File: src/rtl/mem_bus_pkg.sv
// mem_bus_pkg
//   Shared constants for the mem-bus arbiter slice: default bus widths,
//   access-size type codes (bytes-1 encoding) and the read FSM state enum.
//   No ports; imported by mem_arb_pick and mem_bus_arb.
package mem_bus_pkg;

    localparam int ADDR_W_DEF  = 32;
    localparam int DATA_W_DEF  = 128;
    localparam int TYPE_W_DEF  = 4;
    localparam int STRB_W_DEF  = 16;
    localparam int TMO_CYC_DEF = 1024;

    // Access size codes: value is the access length in bytes minus one.
    localparam logic [3:0] MT_B = 4'd0;
    localparam logic [3:0] MT_H = 4'd1;
    localparam logic [3:0] MT_W = 4'd3;
    localparam logic [3:0] MT_D = 4'd7;
    localparam logic [3:0] MT_Q = 4'd15;

    // Which master owns the single outstanding read, if any.
    typedef enum logic [1:0] {
        RD_IDLE = 2'd0,
        RD_I    = 2'd1,
        RD_D    = 2'd2
    } rd_state_t;

endpackage

File: src/rtl/mem_arb_pick.sv
// mem_arb_pick
//   Two-way read request picker (I side vs D side).
//   RR_EN = 0 : fixed priority, D wins a tie.
//   RR_EN = 1 : on a tie the side that was not granted last wins.
// Ports
//   i_req    in   I-side read request
//   d_req    in   D-side read request
//   last_i   in   1 when the most recent read grant went to the I side
//   grant_i  out  I side selected
//   grant_d  out  D side selected
module mem_arb_pick
    import mem_bus_pkg::*;
#(
    parameter bit RR_EN = 1'b0
) (
    input  logic i_req,
    input  logic d_req,
    input  logic last_i,
    output logic grant_i,
    output logic grant_d
);

    always_comb begin
        grant_i = 1'b0;
        grant_d = 1'b0;
        if (i_req && d_req) begin
            // Tie: with round-robin, I only wins when D was served last.
            if (RR_EN && !last_i) begin
                grant_i = 1'b1;
            end else begin
                grant_d = 1'b1;
            end
        end else if (d_req) begin
            grant_d = 1'b1;
        end else if (i_req) begin
            grant_i = 1'b1;
        end
    end

endmodule

File: src/rtl/mem_bus_arb.sv
// mem_bus_arb
//   Arbitrates I-cache reads, D-cache reads and D-cache writes onto the single
//   mem-bus port of the AXI bridge stage. At most one read is outstanding; its
//   return data is routed to the master that issued it. Reads are held off while
//   a write is still draining downstream so read-after-write order is preserved.
//   A sticky err_tmo flags a read that has waited TMO_CYC cycles; the read is
//   not aborted.
//
// Build option
//   MEM_ARB_RR_EN : when defined, I/D read ties are broken round-robin
//                   (rr_last register); otherwise D has fixed priority.
//
// Ports
//   clk, rst_n                       clock, synchronous active-low reset
//   i_r_req/type/addr -> i_r_rdy     I-side read request / accepted this cycle
//   i_re_data, i_re_valid            I-side read return (1-cycle valid pulse)
//   d_r_req/type/addr -> d_r_rdy     D-side read request / accepted this cycle
//   d_re_data, d_re_valid            D-side read return
//   d_iw_req/type/addr/strb/data     D-side write request
//   d_iw_rdy                         D-side write accepted this cycle
//   r_req/type/addr, r_rdy           read request to bridge, bridge read idle
//   re_data, re_valid                read data from bridge
//   iw_req/type/addr/strb/data       write request to bridge
//   iw_rdy                           bridge write idle
//   err_tmo                          sticky read-timeout flag
module mem_bus_arb
    import mem_bus_pkg::*;
#(
    parameter int ADDR_W  = ADDR_W_DEF,
    parameter int DATA_W  = DATA_W_DEF,
    parameter int TYPE_W  = TYPE_W_DEF,
    parameter int STRB_W  = STRB_W_DEF,
    parameter int TMO_CYC = TMO_CYC_DEF
) (
    input  logic              clk,
    input  logic              rst_n,

    input  logic              i_r_req,
    input  logic [TYPE_W-1:0] i_r_type,
    input  logic [ADDR_W-1:0] i_r_addr,
    output logic              i_r_rdy,
    output logic [DATA_W-1:0] i_re_data,
    output logic              i_re_valid,

    input  logic              d_r_req,
    input  logic [TYPE_W-1:0] d_r_type,
    input  logic [ADDR_W-1:0] d_r_addr,
    output logic              d_r_rdy,
    output logic [DATA_W-1:0] d_re_data,
    output logic              d_re_valid,

    input  logic              d_iw_req,
    input  logic [TYPE_W-1:0] d_iw_type,
    input  logic [ADDR_W-1:0] d_iw_addr,
    input  logic [STRB_W-1:0] d_iw_strb,
    input  logic [DATA_W-1:0] d_iw_data,
    output logic              d_iw_rdy,

    output logic              r_req,
    output logic [TYPE_W-1:0] r_type,
    output logic [ADDR_W-1:0] r_addr,
    input  logic              r_rdy,
    input  logic [DATA_W-1:0] re_data,
    input  logic              re_valid,

    output logic              iw_req,
    output logic [TYPE_W-1:0] iw_type,
    output logic [ADDR_W-1:0] iw_addr,
    output logic [STRB_W-1:0] iw_strb,
    output logic [DATA_W-1:0] iw_data,
    input  logic              iw_rdy,

    output logic              err_tmo
);

    localparam int               CNT_W    = $clog2(TMO_CYC);
    localparam logic [CNT_W-1:0] TMO_LAST = CNT_W'(TMO_CYC - 1);

    rd_state_t        rd_state_q, rd_state_d;
    logic             wr_pend_q,  wr_pend_d;
    logic [CNT_W-1:0] tmo_cnt_q,  tmo_cnt_d;
    logic             err_tmo_q,  err_tmo_d;

    logic rd_idle;
    logic rd_open;
    logic grant_i;
    logic grant_d;
    logic rd_acc;
    logic wr_acc;
    logic last_i;

    assign rd_idle = (rd_state_q == RD_IDLE);

    // A read may be presented to the bridge only when nothing is outstanding,
    // no write is draining and no write is competing this cycle. rst_n is
    // folded in so every handshake output is quiet while reset is held.
    assign rd_open = rst_n & rd_idle & ~wr_pend_q & ~d_iw_req;

`ifdef MEM_ARB_RR_EN
    localparam bit RR_EN = 1'b1;

    logic rr_last_i_q, rr_last_i_d;

    always_comb begin
        rr_last_i_d = rr_last_i_q;
        if (rd_acc) begin
            rr_last_i_d = i_r_rdy;
        end
    end

    always_ff @(posedge clk) begin
        if (!rst_n) begin
            rr_last_i_q <= 1'b1;
        end else begin
            rr_last_i_q <= rr_last_i_d;
        end
    end

    assign last_i = rr_last_i_q;
`else
    localparam bit RR_EN = 1'b0;

    // Fixed priority ignores history; tie to the "I served last" value.
    assign last_i = 1'b1;
`endif

    mem_arb_pick #(
        .RR_EN (RR_EN)
    ) u_pick (
        .i_req   (i_r_req),
        .d_req   (d_r_req),
        .last_i  (last_i),
        .grant_i (grant_i),
        .grant_d (grant_d)
    );

    // Request / return routing
    always_comb begin
        r_req   = rd_open & (grant_i | grant_d);
        r_type  = grant_d ? d_r_type : i_r_type;
        r_addr  = grant_d ? d_r_addr : i_r_addr;
        i_r_rdy = rd_open & grant_i & r_rdy;
        d_r_rdy = rd_open & grant_d & r_rdy;
        rd_acc  = i_r_rdy | d_r_rdy;

        // Writes are only offered while no read is outstanding so the bridge
        // never takes a write that the D side has not seen accepted.
        iw_req   = rst_n & rd_idle & d_iw_req;
        iw_type  = d_iw_type;
        iw_addr  = d_iw_addr;
        iw_strb  = d_iw_strb;
        iw_data  = d_iw_data;
        d_iw_rdy = rst_n & rd_idle & iw_rdy;
        wr_acc   = d_iw_req & d_iw_rdy;

        i_re_valid = rst_n & (rd_state_q == RD_I) & re_valid;
        d_re_valid = rst_n & (rd_state_q == RD_D) & re_valid;
        i_re_data  = (rd_state_q == RD_I) ? re_data : '0;
        d_re_data  = (rd_state_q == RD_D) ? re_data : '0;

        err_tmo = err_tmo_q;
    end

    // Next-state: read FSM, write drain tracking, timeout
    always_comb begin
        rd_state_d = rd_state_q;
        wr_pend_d  = wr_pend_q;
        tmo_cnt_d  = tmo_cnt_q;
        err_tmo_d  = err_tmo_q;

        case (rd_state_q)
            RD_IDLE: begin
                if (i_r_rdy) begin
                    rd_state_d = RD_I;
                end else if (d_r_rdy) begin
                    rd_state_d = RD_D;
                end
            end
            RD_I, RD_D: begin
                if (re_valid) begin
                    rd_state_d = RD_IDLE;
                end
            end
            default: rd_state_d = RD_IDLE;
        endcase

        // iw_rdy returning high on a later cycle means the bridge has finished
        // the write it took; a fresh acceptance re-arms the hold.
        if (wr_acc) begin
            wr_pend_d = 1'b1;
        end else if (iw_rdy) begin
            wr_pend_d = 1'b0;
        end

        // Counter saturates at TMO_LAST so a long stall cannot wrap it.
        if (rd_idle || re_valid) begin
            tmo_cnt_d = '0;
        end else if (tmo_cnt_q != TMO_LAST) begin
            tmo_cnt_d = tmo_cnt_q + CNT_W'(1);
        end

        if (!rd_idle && !re_valid && (tmo_cnt_q == TMO_LAST)) begin
            err_tmo_d = 1'b1;
        end
    end

    always_ff @(posedge clk) begin
        if (!rst_n) begin
            rd_state_q <= RD_IDLE;
            wr_pend_q  <= 1'b0;
            tmo_cnt_q  <= '0;
            err_tmo_q  <= 1'b0;
        end else begin
            rd_state_q <= rd_state_d;
            wr_pend_q  <= wr_pend_d;
            tmo_cnt_q  <= tmo_cnt_d;
            err_tmo_q  <= err_tmo_d;
        end
    end

endmodule

File: config.mk
export PLATFORM = sky130hd
export DESIGN_NAME = mem_bus_arb
export DESIGN_NICKNAME = d
export VERILOG_FILES = /design/src/rtl/mem_bus_pkg.sv /design/src/rtl/mem_arb_pick.sv /design/src/rtl/mem_bus_arb.sv
export SDC_FILE = /design/constraint.sdc
export NUM_CORES = 1
export LEC_CHECK = 0
export BUFFER_PORTS_ARGS = -buffer_cell sky130_fd_sc_hd__buf_4
export CORE_AREA = 8 8 328 330
export DETAILED_ROUTE_END_ITERATION = 8
export DIE_AREA = 0 0 336 338
export PLACE_DENSITY = 0.32
export SLEW_MARGIN = 30
export SYNTH_ARGS = -nofsm -noshare
export SYNTH_HDL_FRONTEND = slang
export SYNTH_HIERARCHICAL = 1
export SYNTH_SLANG_ARGS = --single-unit
File: constraint.sdc
create_clock -name clk -period 3.39 [get_ports clk]
set_clock_uncertainty 0.05 [all_clocks]
set_input_delay 0.5085 -clock clk [delete_from_list [all_inputs] [get_ports clk]]
set_output_delay 0.5085 -clock clk [all_outputs]
set_load 0.03 [all_outputs]
==> impl_metrics.xml <==
<?xml version="1.0" encoding="UTF-8"?>
<metrics>
  <group name="sta">
    <metric name="hold_viol_final" unit="">0</metric>
    <metric name="worstMarginPinSlew" unit="ns">0.606</metric>
    <metric name="post-route-min-period" unit="ns">2.64</metric>
    <metric name="rsz_0062_raised_after_global_routing" unit="">false</metric>
    <metric name="slew_violations" unit="">0</metric>
    <metric name="clock.fmax" unit="MHz">379</metric>
    <metric name="max_slew_margin" unit="">0.596</metric>
    <metric name="total_neg_setup_slack" unit="ns">0</metric>
    <metric name="final_worst_slack" unit="ns">0.750</metric>
    <metric name="setup_viol" unit="">0</metric>
    <metric name="min_period_over_period" unit="">0.779</metric>
    <metric name="final.hold.worst_slack" unit="ns">0.420</metric>
  </group>
  <group name="finish">
    <metric name="area.growth.synth_to_final" unit="%">98.8</metric>
    <metric name="post_layout_utilization_of_the_core" unit="">0.0827</metric>
    <metric name="fin_cells" unit="">2283</metric>
    <metric name="finish.instance_area" unit="mm^2">0.00848</metric>
    <metric name="num-fill-cells" unit="">12105</metric>
    <metric name="post_route_cells_drive_above_1_share" unit="">0.624</metric>
    <metric name="final_net_count" unit="">1283</metric>
  </group>
  <group name="min_path">
    <metric name="hold_path_class" unit="">reg2reg</metric>
  </group>
  <group name="critical_path">
    <metric name="worst-endpoint-required" unit="ns">2.83</metric>
    <metric name="endpoint_type_of_the_worst_setup_path" unit="">output port</metric>
    <metric name="worstPathMaxFanout" unit="">85</metric>
    <metric name="critPathArrivalTime" unit="ns">2.08</metric>
    <metric name="startpoint_type" unit="">flip-flop</metric>
    <metric name="worstSetupPathType" unit="">reg2out</metric>
  </group>
  <group name="clock_network">
    <metric name="numClockSinks" unit="">14</metric>
    <metric name="clock_path_buffers" unit="">2</metric>
    <metric name="tritoncts" unit="">yes</metric>
    <metric name="clkLatencyLatePin" unit="ns">0.24</metric>
    <metric name="clkSlewWorstSetupHoldPaths" unit="ns">0.05</metric>
    <metric name="cts_root_buf" unit="">clkbuf_16</metric>
    <metric name="hold_buffers" unit="">0</metric>
    <metric name="cts_buffers" unit="">3</metric>
    <metric name="ctsHtreeMaxLevel" unit="">1</metric>
    <metric name="postCtsSetupRepairBufs" unit="">0</metric>
    <metric name="post_cts.resized_instances" unit="">0</metric>
  </group>
  <group name="global_route">
    <metric name="global_route_wire_length_before_repair" unit="um">67900</metric>
    <metric name="antenna_found_initial" unit="">28</metric>
    <metric name="grt_max_degree" unit="">94</metric>
    <metric name="grt_overflow_total" unit="">0</metric>
    <metric name="grt_util_all_layers" unit="">0.0928</metric>
    <metric name="grt_pass1_vias" unit="">5698</metric>
  </group>
  <group name="power_and_ir_drop">
    <metric name="p_sw" unit="uW">551</metric>
    <metric name="vdd.ir_drop.worst" unit="V">0.000190</metric>
    <metric name="proportion_of_power_drawn_by_flip_flops_and_latches" unit="">0.136</metric>
    <metric name="power_switching_share" unit="">0.444</metric>
    <metric name="totalPowerFinal" unit="mW">1.24</metric>
    <metric name="internal-power" unit="uW">689</metric>
    <metric name="power.combinational.fraction" unit="">0.663</metric>
    <metric name="power.leakage" unit="nW">3.87</metric>
    <metric name="pwr-share-clk" unit="">0.202</metric>
    <metric name="power_density" unit="mW/mm^2">146</metric>
  </group>
  <group name="synthesis">
    <metric name="avg_synthesized_cell_area" unit="um^2">7.17</metric>
    <metric name="synth.net_count" unit="">987</metric>
    <metric name="synth_cells" unit="">595</metric>
    <metric name="syn_area" unit="mm^2">0.00427</metric>
    <metric name="yosys_warnings" unit="">6</metric>
  </group>
  <group name="floorplan">
    <metric name="floorplan.initialDensity" unit="">0.0416</metric>
    <metric name="floorplan.die.width" unit="um">336</metric>
    <metric name="die_area" unit="mm^2">0.114</metric>
    <metric name="die_height" unit="um">338</metric>
    <metric name="coreArea" unit="mm^2">0.103</metric>
    <metric name="std_cell_rows" unit="">118</metric>
    <metric name="i_o_pins" unit="">868</metric>
  </group>
  <group name="placement">
    <metric name="placement.setup.worst_slack" unit="ns">0.921</metric>
    <metric name="io_buffers" unit="">507</metric>
    <metric name="dpl.hpwl" unit="um">54000</metric>
    <metric name="gp_routability_congestion" unit="">0.876</metric>
    <metric name="placement.cell_area" unit="mm^2">0.00836</metric>
    <metric name="post_placement_cell_count" unit="">2266</metric>
  </group>
  <group name="routing">
    <metric name="via_density_per_instance" unit="">2.30</metric>
    <metric name="wl" unit="um">57600</metric>
    <metric name="post-route-drc-count" unit="">0</metric>
    <metric name="vias_after_detailed_routing" unit="">5261</metric>
    <metric name="drt_pass1_iterations" unit="">4</metric>
    <metric name="drt-wirelength-per-cell" unit="um">25.2</metric>
    <metric name="dr.first_iter.drc_count" unit="">181</metric>
    <metric name="route.antenna.remaining_nets" unit="">0</metric>
  </group>
  <group name="flow_run">
    <metric name="drv.max_cap_violation_count" unit="">0</metric>
  </group>
  <group name="run_status">
    <metric name="status" unit="">finished, final reports clean</metric>
  </group>
</metrics>
## power by group through the flow
stage / clock network, mW / logic (mW) / registers (mW)
finish: 0.250 / 0.822 / 0.168
global route: 0.265 / 0.871 / 0.168
CTS: 0.258 / 0.854 / 0.168
detailed placement: 0 / 0.852 / 0.172
global placement: 0 / 0.850 / 0.171
floorplan: 0 / 0.725 / 0.171
## worst max-delay path: stages (launching register included)
cell     delay [ns]
dfxtp_1        0.35
inv_1          0.15
ha_4           0.55
buf_12         0.37
and2_1         0.20
buf_4          0.16
## path summary, 6_finish.rpt
check             slack [ns]                        from  depth (start not counted)                   endpoint
hold reg to reg         0.42        err_tmo$_SDFFE_PN0P_                          2       err_tmo$_SDFFE_PN0P_
setup / recovery        0.75  rd_state_q[0]$_SDFFE_PN0P_                          5              d_re_data[66]
setup reg to reg        1.56  rd_state_q[0]$_SDFFE_PN0P_                          5  tmo_cnt_q[9]$_SDFFE_PP0N_
hold / removal          0.42        err_tmo$_SDFFE_PN0P_                          2       err_tmo$_SDFFE_PN0P_
## final cells by class
type	instances	area, um^2	share of cell area
sequential	14	280	0.0330
timing repair buffer	510	3850	0.454
inverter	4	15.0	0.00177
tap	1380	1730	0.204
antenna	13	32.5	0.00383
multi-input combinational	358	2490	0.293
clock buffer	4	88.8	0.0105
## flip-flops by register name, indices dropped and copies added, names as in the netlist
name and cells:
tmo_cnt_q 10, err_tmo 1, rd_state_q 2, wr_pend_q 1
## cell usage in the layout (no fill, tap or decap), types with 2 or more instances in the layout
cell / instances
inv_1: 4
a31oi_1: 4
o2111a_1: 2
a211oi_1: 3
nor3_1: 2
buf_12: 2
diode_2: 13
ha_1: 2
nand2_1: 8
buf_4: 508
clkbuf_16: 3
ha_4: 2
o21ai_0: 4
nand3_1: 6
and3_1: 10
mux2i_1: 3
nor2b_1: 2
and4_1: 2
a21oi_1: 3
mux2_2: 36
dfxtp_1: 14
nand4_1: 2
and2_1: 256
## per-layer routing
metal  track usage  up-vias  wire length (um)
met5             0        -                 0
met2         0.149      591             25800
li1              -     2295                 -
met1        0.0958     2293             20800
met3        0.0748       82              9870
met4        0.0163        0              1140
Power figures use the tool's default switching activity.
